--- config.mk ---
export PLATFORM = sky130hd
export DESIGN_NAME = uart_rx_cfg_flat
export DESIGN_NICKNAME = d
export VERILOG_FILES = /design/src/rtl/uart_rx_cfg_pkg.sv /design/src/rtl/uart_rx_cfg_if.sv /design/src/rtl/uart_sync2.sv /design/src/rtl/uart_rx_cfg.sv /design/src/flat_wrapper.sv
export SDC_FILE = /design/constraint.sdc
export NUM_CORES = 1
export LEC_CHECK = 0
export BUFFER_PORTS_ARGS = -buffer_cell sky130_fd_sc_hd__clkbuf_2
export CORE_ASPECT_RATIO = 0.6
export CORE_MARGIN = 1
export CORE_UTILIZATION = 43
export DETAILED_ROUTE_END_ITERATION = 16
export GPL_TIMING_DRIVEN = 1
export HOLD_SLACK_MARGIN = 0.06
export SLEW_MARGIN = 20
export SYNTH_ARGS = -nofsm -noshare
export SYNTH_HDL_FRONTEND = slang
export SYNTH_SLANG_ARGS = --single-unit
--- constraint.sdc ---
create_clock -name clk -period 1.85 [get_ports clk]
set_input_delay 0.0925 -clock clk [delete_from_list [all_inputs] [get_ports clk]]
set_output_delay 0.0925 -clock clk [all_outputs]
set_load 0.05 [all_outputs]
--- src/rtl/uart_rx_cfg_pkg.sv ---
// Shared types and helpers for the configurable UART receiver.
// Holds the parity mode, receiver state encoding and the baud divider calculation.
package uart_rx_cfg_pkg;

   typedef enum logic [1:0] {
      PAR_NONE,
      PAR_ODD,
      PAR_EVEN
   } parity_e;

   typedef enum logic [2:0] {
      RX_IDLE,
      RX_START,
      RX_DATA,
      RX_PARITY,
      RX_STOP,
      RX_DONE
   } rx_state_e;

   function automatic int clk_divide(input int freq, input int baud);
      return freq / baud;
   endfunction

endpackage

--- src/rtl/uart_rx_cfg_if.sv ---
// Output side of the UART receiver: the received word, its valid/ready handshake and the error flags.
// The receiver drives through the master modport; the consumer uses the slave modport.
interface uart_rx_cfg_if #(
   parameter int DATA_BITS = 8
) ();

   logic [DATA_BITS-1:0] rx_data;
   logic                 rx_valid;
   logic                 rx_ready;
   logic                 parity_err;
   logic                 frame_err;
   logic                 overrun_err;

   modport master (
      output rx_data,
      output rx_valid,
      input  rx_ready,
      output parity_err,
      output frame_err,
      output overrun_err
   );

   modport slave (
      input  rx_data,
      input  rx_valid,
      output rx_ready,
      input  parity_err,
      input  frame_err,
      input  overrun_err
   );

endinterface

--- src/rtl/uart_sync2.sv ---
// Two-flop synchroniser for a single asynchronous input.
// Both flops reset to RESET_VAL so an idle-high line does not look like activity out of reset.
module uart_sync2 #(
   parameter logic RESET_VAL = 1'b1
) (
   input  logic clk,
   input  logic rst,
   input  logic d_i,
   output logic q_o
);

   logic meta_q;

   always_ff @(posedge clk) begin
      if (rst) begin
         meta_q <= RESET_VAL;
         q_o    <= RESET_VAL;
      end else begin
         meta_q <= d_i;
         q_o    <= meta_q;
      end
   end

endmodule

--- src/rtl/uart_rx_cfg.sv ---
// Parametrised UART receiver: synchronised line input, glitch-rejecting start detect,
// configurable data/parity/stop format and a one-word holding register with error flags.
module uart_rx_cfg
   import uart_rx_cfg_pkg::*;
#(
   parameter int      CLK_FREQ  = 50_000_000,
   parameter int      BAUD_RATE = 19_200,
   parameter int      DATA_BITS = 8,
   parameter parity_e PARITY    = PAR_NONE,
   parameter int      STOP_BITS = 1
) (
   input  logic          clk,
   input  logic          rst,
   input  logic          rx_i,
   output logic          busy_o,
   uart_rx_cfg_if.master rxIf
);

   localparam int CLK_DIVIDE = clk_divide(CLK_FREQ, BAUD_RATE);
   localparam int CNT_W      = $clog2(CLK_DIVIDE);
   localparam int IDX_W      = $clog2(DATA_BITS + 1);

   localparam logic [CNT_W-1:0] HALF_CNT  = CNT_W'((CLK_DIVIDE - 1) / 2);
   localparam logic [CNT_W-1:0] LAST_CNT  = CNT_W'(CLK_DIVIDE - 1);
   localparam logic [IDX_W-1:0] LAST_BIT  = IDX_W'(DATA_BITS - 1);
   localparam logic [IDX_W-1:0] LAST_STOP = IDX_W'(STOP_BITS - 1);

   if (DATA_BITS < 5 || DATA_BITS > 9) begin : gBadDataBits
      $error("uart_rx_cfg: DATA_BITS must be 5..9");
   end
   if (STOP_BITS < 1 || STOP_BITS > 2) begin : gBadStopBits
      $error("uart_rx_cfg: STOP_BITS must be 1 or 2");
   end
   if (CLK_DIVIDE < 4) begin : gBadDivide
      $error("uart_rx_cfg: CLK_FREQ/BAUD_RATE must be at least 4");
   end

   logic rxS;

   uart_sync2 #(.RESET_VAL(1'b1)) uSync (
      .clk (clk),
      .rst (rst),
      .d_i (rx_i),
      .q_o (rxS)
   );

   rx_state_e            state_q,   state_d;
   logic [CNT_W-1:0]     clkDiv_q,  clkDiv_d;
   logic [IDX_W-1:0]     bitIdx_q,  bitIdx_d;
   logic [DATA_BITS-1:0] shift_q,   shift_d;
   logic                 armed_q,   armed_d;
   logic                 parErr_q,  parErr_d;
   logic                 frmErr_q,  frmErr_d;
   logic [DATA_BITS-1:0] data_q,    data_d;
   logic                 valid_q,   valid_d;
   logic                 heldPar_q, heldPar_d;
   logic                 heldFrm_q, heldFrm_d;
   logic                 overrun_q, overrun_d;

   // Frame sequencing and the holding-register handshake; the commit in RX_DONE overrides an accept.
   always_comb begin
      state_d   = state_q;
      clkDiv_d  = clkDiv_q;
      bitIdx_d  = bitIdx_q;
      shift_d   = shift_q;
      armed_d   = armed_q;
      parErr_d  = parErr_q;
      frmErr_d  = frmErr_q;
      data_d    = data_q;
      valid_d   = valid_q;
      heldPar_d = heldPar_q;
      heldFrm_d = heldFrm_q;
      overrun_d = overrun_q;

      unique case (state_q)
         RX_IDLE: begin
            clkDiv_d = '0;
            bitIdx_d = '0;
            if (!rxS && armed_q) begin
               state_d  = RX_START;
               armed_d  = 1'b0;
               parErr_d = 1'b0;
               frmErr_d = 1'b0;
            end else if (rxS) begin
               armed_d = 1'b1;
            end
         end
         RX_START: begin
            if (clkDiv_q == HALF_CNT) begin
               clkDiv_d = '0;
               state_d  = rxS ? RX_IDLE : RX_DATA;
            end else begin
               clkDiv_d = clkDiv_q + 1'b1;
            end
         end
         RX_DATA: begin
            if (clkDiv_q == LAST_CNT) begin
               clkDiv_d = '0;
               shift_d  = {rxS, shift_q[DATA_BITS-1:1]};
               if (bitIdx_q == LAST_BIT) begin
                  bitIdx_d = '0;
                  state_d  = (PARITY == PAR_NONE) ? RX_STOP : RX_PARITY;
               end else begin
                  bitIdx_d = bitIdx_q + 1'b1;
               end
            end else begin
               clkDiv_d = clkDiv_q + 1'b1;
            end
         end
         RX_PARITY: begin
            if (clkDiv_q == LAST_CNT) begin
               clkDiv_d = '0;
               parErr_d = ((^shift_q) ^ rxS) != (PARITY == PAR_ODD);
               state_d  = RX_STOP;
            end else begin
               clkDiv_d = clkDiv_q + 1'b1;
            end
         end
         RX_STOP: begin
            if (clkDiv_q == LAST_CNT) begin
               clkDiv_d = '0;
               if (!rxS) begin
                  frmErr_d = 1'b1;
               end
               if (bitIdx_q == LAST_STOP) begin
                  bitIdx_d = '0;
                  state_d  = RX_DONE;
               end else begin
                  bitIdx_d = bitIdx_q + 1'b1;
               end
            end else begin
               clkDiv_d = clkDiv_q + 1'b1;
            end
         end
         RX_DONE: begin
            state_d = RX_IDLE;
         end
         default: begin
            state_d = RX_IDLE;
         end
      endcase

      if (valid_q && rxIf.rx_ready) begin
         valid_d   = 1'b0;
         heldPar_d = 1'b0;
         heldFrm_d = 1'b0;
         overrun_d = 1'b0;
      end

      if (state_q == RX_DONE) begin
         if (!valid_q || rxIf.rx_ready) begin
            data_d    = shift_q;
            valid_d   = 1'b1;
            heldPar_d = parErr_q;
            heldFrm_d = frmErr_q;
         end else begin
            overrun_d = 1'b1;
         end
      end
   end

   always_ff @(posedge clk) begin
      if (rst) begin
         state_q   <= RX_IDLE;
         clkDiv_q  <= '0;
         bitIdx_q  <= '0;
         shift_q   <= '0;
         armed_q   <= 1'b0;
         parErr_q  <= 1'b0;
         frmErr_q  <= 1'b0;
         data_q    <= '0;
         valid_q   <= 1'b0;
         heldPar_q <= 1'b0;
         heldFrm_q <= 1'b0;
         overrun_q <= 1'b0;
      end else begin
         state_q   <= state_d;
         clkDiv_q  <= clkDiv_d;
         bitIdx_q  <= bitIdx_d;
         shift_q   <= shift_d;
         armed_q   <= armed_d;
         parErr_q  <= parErr_d;
         frmErr_q  <= frmErr_d;
         data_q    <= data_d;
         valid_q   <= valid_d;
         heldPar_q <= heldPar_d;
         heldFrm_q <= heldFrm_d;
         overrun_q <= overrun_d;
      end
   end

   assign rxIf.rx_data     = data_q;
   assign rxIf.rx_valid    = valid_q;
   assign rxIf.parity_err  = heldPar_q;
   assign rxIf.frame_err   = heldFrm_q;
   assign rxIf.overrun_err = overrun_q;
   assign busy_o           = (state_q != RX_IDLE);

endmodule

--- src/flat_wrapper.sv ---
// flat-port wrapper written by rule: the top's interface ports become plain ports
module uart_rx_cfg_flat import uart_rx_cfg_pkg::*;
#(
   parameter int      CLK_FREQ  = 50_000_000,
   parameter int      BAUD_RATE = 19_200,
   parameter int      DATA_BITS = 8,
   parameter parity_e PARITY    = PAR_NONE,
   parameter int      STOP_BITS = 1
)
  (clk, rst, rx_i, busy_o, rxIf_rx_data, rxIf_rx_valid, rxIf_rx_ready, rxIf_parity_err, rxIf_frame_err, rxIf_overrun_err);
  uart_rx_cfg_if #(.DATA_BITS(DATA_BITS)) rxIf_i ();
  input  logic clk;
  input  logic rst;
  input  logic rx_i;
  output logic busy_o;
  output wire logic [$bits(rxIf_i.rx_data)-1:0] rxIf_rx_data;
  output wire logic [$bits(rxIf_i.rx_valid)-1:0] rxIf_rx_valid;
  input wire logic [$bits(rxIf_i.rx_ready)-1:0] rxIf_rx_ready;
  output wire logic [$bits(rxIf_i.parity_err)-1:0] rxIf_parity_err;
  output wire logic [$bits(rxIf_i.frame_err)-1:0] rxIf_frame_err;
  output wire logic [$bits(rxIf_i.overrun_err)-1:0] rxIf_overrun_err;
  assign rxIf_rx_data = rxIf_i.rx_data;
  assign rxIf_rx_valid = rxIf_i.rx_valid;
  assign rxIf_i.rx_ready = rxIf_rx_ready;
  assign rxIf_parity_err = rxIf_i.parity_err;
  assign rxIf_frame_err = rxIf_i.frame_err;
  assign rxIf_overrun_err = rxIf_i.overrun_err;
  uart_rx_cfg #(.CLK_FREQ(CLK_FREQ), .BAUD_RATE(BAUD_RATE), .DATA_BITS(DATA_BITS), .PARITY(PARITY), .STOP_BITS(STOP_BITS)) u_core (.clk(clk), .rst(rst), .rx_i(rx_i), .busy_o(busy_o), .rxIf(rxIf_i));
endmodule
==> flow_summary.json <==
{
  "dp_hpwl_um": 3940,
  "drive_above_1_share_pct": 24.1,
  "rows": 20,
  "period_minus_slack_ns": 1.78,
  "r2r-end": "u_core.state_q[0]$_SDFFE_PP0P_",
  "total_power_w": 0.00202,
  "worstPathRequired_ns": 2.04,
  "yosys_warnings": 0,
  "crit_path_start_kind": "flop",
  "power.leakage_nw": 1.04,
  "finalClockSkew_ns": 0.0116,
  "area_growth_pct": 20.1,
  "grt_pass1_vias": 1688,
  "synth_nets": 268,
  "synth_cell_types": 56,
  "die_x_um": 96.7,
  "antenna_found_initial": 0,
  "crit_path_top_delay_cell": "o32ai_1",
  "finalSetupTns_ns": 0,
  "cts_root_buf": "clkbuf_8",
  "path_cells": "buf_4, nand2b_1, o32ai_1, a2111o_1, mux2_4",
  "slew_viol_final": 0,
  "crit_end": "u_core.state_q[0]$_SDFFE_PP0P_",
  "vias_per_cell": 5.63,
  "gp_congestion": 0.867,
  "wl_per_cell_um": 14.8,
  "reg2reg_slack_ns": 0.07,
  "worst-r2r-cell-count": 5,
  "synth_top_area_cell": "dfxtp_1",
  "drt-total-wl_um": 5390,
  "r2r_start": "u_core.state_q[2]$_SDFFE_PP0P_",
  "n_antenna_cell": 0,
  "synth-main-ff-cell": "dfxtp_1",
  "async_reset_ff_share_pct": 0,
  "detail-route-antenna-nets": 0,
  "firstDrtPassIters": 5,
  "clk_path_buf_depth": 2,
  "crit_arrival_ns": 1.96,
  "synth.most_common_cell": "dfxtp_1",
  "synth_edf_count": 0,
  "grt_max_degree": 28,
  "criticalPathCategory": "reg -> reg",
  "grt.overflow.total": 0,
  "ys_top_cells_by_area": "dfxtp_1 38%, mux2i_1 7.4%, nor2_1 4.2%",
  "layout.nets": 306,
  "synth.avg_cell_area_um2": 8.90,
  "netlist_instances": 260,
  "synth_commonest_cells": "44 x dfxtp_1, 26 x nor2_1, 17 x mux2i_1",
  "critPathCaptureType": "flop",
  "status": "completed",
  "whs_ns": 0.232,
  "rsz0062_at_grt": "no",
  "maxCapViolCount": 0,
  "fmax_mhz": 563,
  "slew_headroom_pct": 70.6,
  "initial_core_util_pct": 45.1,
  "cts_tree": "built",
  "cp_max_fo": 10,
  "setup_viol": 0,
  "vdd_drop_max_v": 0.000438,
  "slowest_delay_ns": 0.41,
  "grt_pass1_wl_um": 8940,
  "clk_latency_ns": 0.30,
  "die-area_mm2": 0.00569,
  "cts-htree-levels": 2,
  "drc": 0,
  "post-place-ws_ns": 0.0800,
  "ys_ff_latch": 44,
  "grt_usage_pct": 20.1,
  "fillers": 475,
  "yosys.area.top_type_share_pct": 38.1,
  "io_buffer_count": 16,
  "hold_viol_final": 0,
  "syn_area_mm2": 0.00231,
  "hp-start": "rst",
  "clk_pin_slew_ns": 0.09,
  "core_area_mm2": 0.00513,
  "drt_iter0_drc": 176,
  "die_h_um": 58.8,
  "finalWorstSetupSlack_ns": 0.0733,
  "numCtsBuffers": 5,
  "vias": 2054,
  "worst_slew_pin_slew_ns": 0.439,
  "p_per_area_mw_per_mm2": 727,
  "timing.final.crit_share_pct": 96.0,
  "ys_seq_area_share_pct": 38.1,
  "cts_sinks": 44,
  "io_pins": 17,
  "crit_path_start": "u_core.state_q[2]$_SDFFE_PP0P_",
  "min_path_type": "in -> reg"
}
[worst max-delay path, delay by kind of cell (launching register included)]
| family | cells | cell delay (ns) |
|---|---|---|
| flip-flops | 1 | 0.36 |
| AO/OA/AOI/OAI | 2 | 0.63 |
| multiplexers | 1 | 0.30 |
| buffers and inverters | 1 | 0.17 |
| AND/OR/NAND/NOR | 1 | 0.21 |
[through the flow]
| stage | util, % | instances | area [um2] |
|---|---|---|---|
| 5_1_grt | 54.2 | 365 | 2780 |
| 3_3_place_gp | 51.2 | 355 | 2630 |
| 3_5_place_dp | 51.2 | 355 | 2630 |
| 4_1_cts | 53.8 | 365 | 2760 |
| 2_1_floorplan | - | 260 | 2320 |
| 6_report | 54.2 | 365 | 2780 |
[where the power goes]
group / internal, W / switching, W
Combinational: 0.000117 / 0.000154
Sequential: 0.000975 / 0.0000335
Clock: 0.000400 / 0.000341
[cell type report]
type / count / area (um2) / area share [%]
flip-flops and latches: 44 / 886 / 31.9
clock inverters: 3 / 42.5 / 1.53
multi-input cells: 190 / 1350 / 48.4
well taps: 66 / 82.6 / 2.97
repair buffers: 47 / 318 / 11.4
inverters: 10 / 37.5 / 1.35
clock buffers: 5 / 68.8 / 2.48
[layout by cell type (no fill, tap or decap), types with 3 or more instances in the layout]
cell type and count:
nand3_1 12, dfxtp_1 40, a211oi_1 3, o32ai_1 3, dfxtp_2 4, nor2b_1 7
nor2_1 26, buf_4 29, ha_1 3, clkbuf_2 16, a21oi_1 8, xnor2_1 8
mux2i_1 17, clkbuf_8 5, nor4_1 5, and4bb_2 3, and3b_1 3, o211ai_1 8
a31oi_1 3, nand2_1 11, o21ai_0 9, nand2b_1 7, inv_1 9, nor3_1 6
nand4_1 3
[how the worst min path moves through the flow]
stage	endpoint	slack [ns]	cells past startpoint
final	u_core.clkDiv_q[5]$_SDFFE_PP0P_	0.23	4
after global routing	u_core.rxIf.rx_data[4]$_SDFFE_PP0P_	0.24	3
after CTS	u_core.clkDiv_q[5]$_SDFFE_PP0P_	0.22	4
after detailed placement	u_core.uSync.meta_q$_SDFF_PP1_	0.28	2
after global placement	u_core.uSync.meta_q$_SDFF_PP1_	0.28	2
after floorplan	u_core.rxIf.overrun_err$_SDFF_PP0_	0.19	1
[repair_timing]
item                                    4_1_cts  5_1_grt
hold buffers                                  2        0
endpoints found under the setup margin        0        9
setup buffers                                 0        0
endpoints found under the hold margin         2        0
gates resized for setup                       0        8
[cell families (layout without fill, tap and decap cells)]
kind of cell	Yosys count	after routing	share of synthesized area, %
buffers and inverters	26	65	4.70
flip-flops	44	44	38.1
adder cells (fa/ha/maj)	4	4	2.16
multiplexers	18	18	8.00
AND/OR/NAND/NOR	101	101	25.0
AO/OA/AOI/OAI	58	58	18.1
XOR/XNOR	9	9	4.00
[metal layers]
layer | vias up | global-route usage, % | part of all wire (%)
met5 | - | 0 | 0
met4 | 0 | 4.48 | 0.41
met3 | 2 | 4.39 | 6.9
met2 | 75 | 23.7 | 36
met1 | 941 | 34.2 | 56
li1 | 1036 | - | -
[sequential cells by signal, indices dropped and copies added, names as in the netlist, 3 cells and up]
signal and flops:
u_core.clkDiv_q 12, u_core.rxIf.rx_data 8, u_core.shift_q 8, u_core.bitIdx_q 4
u_core.state_q 3
Note: power is estimated with default switching activity, not from simulation.
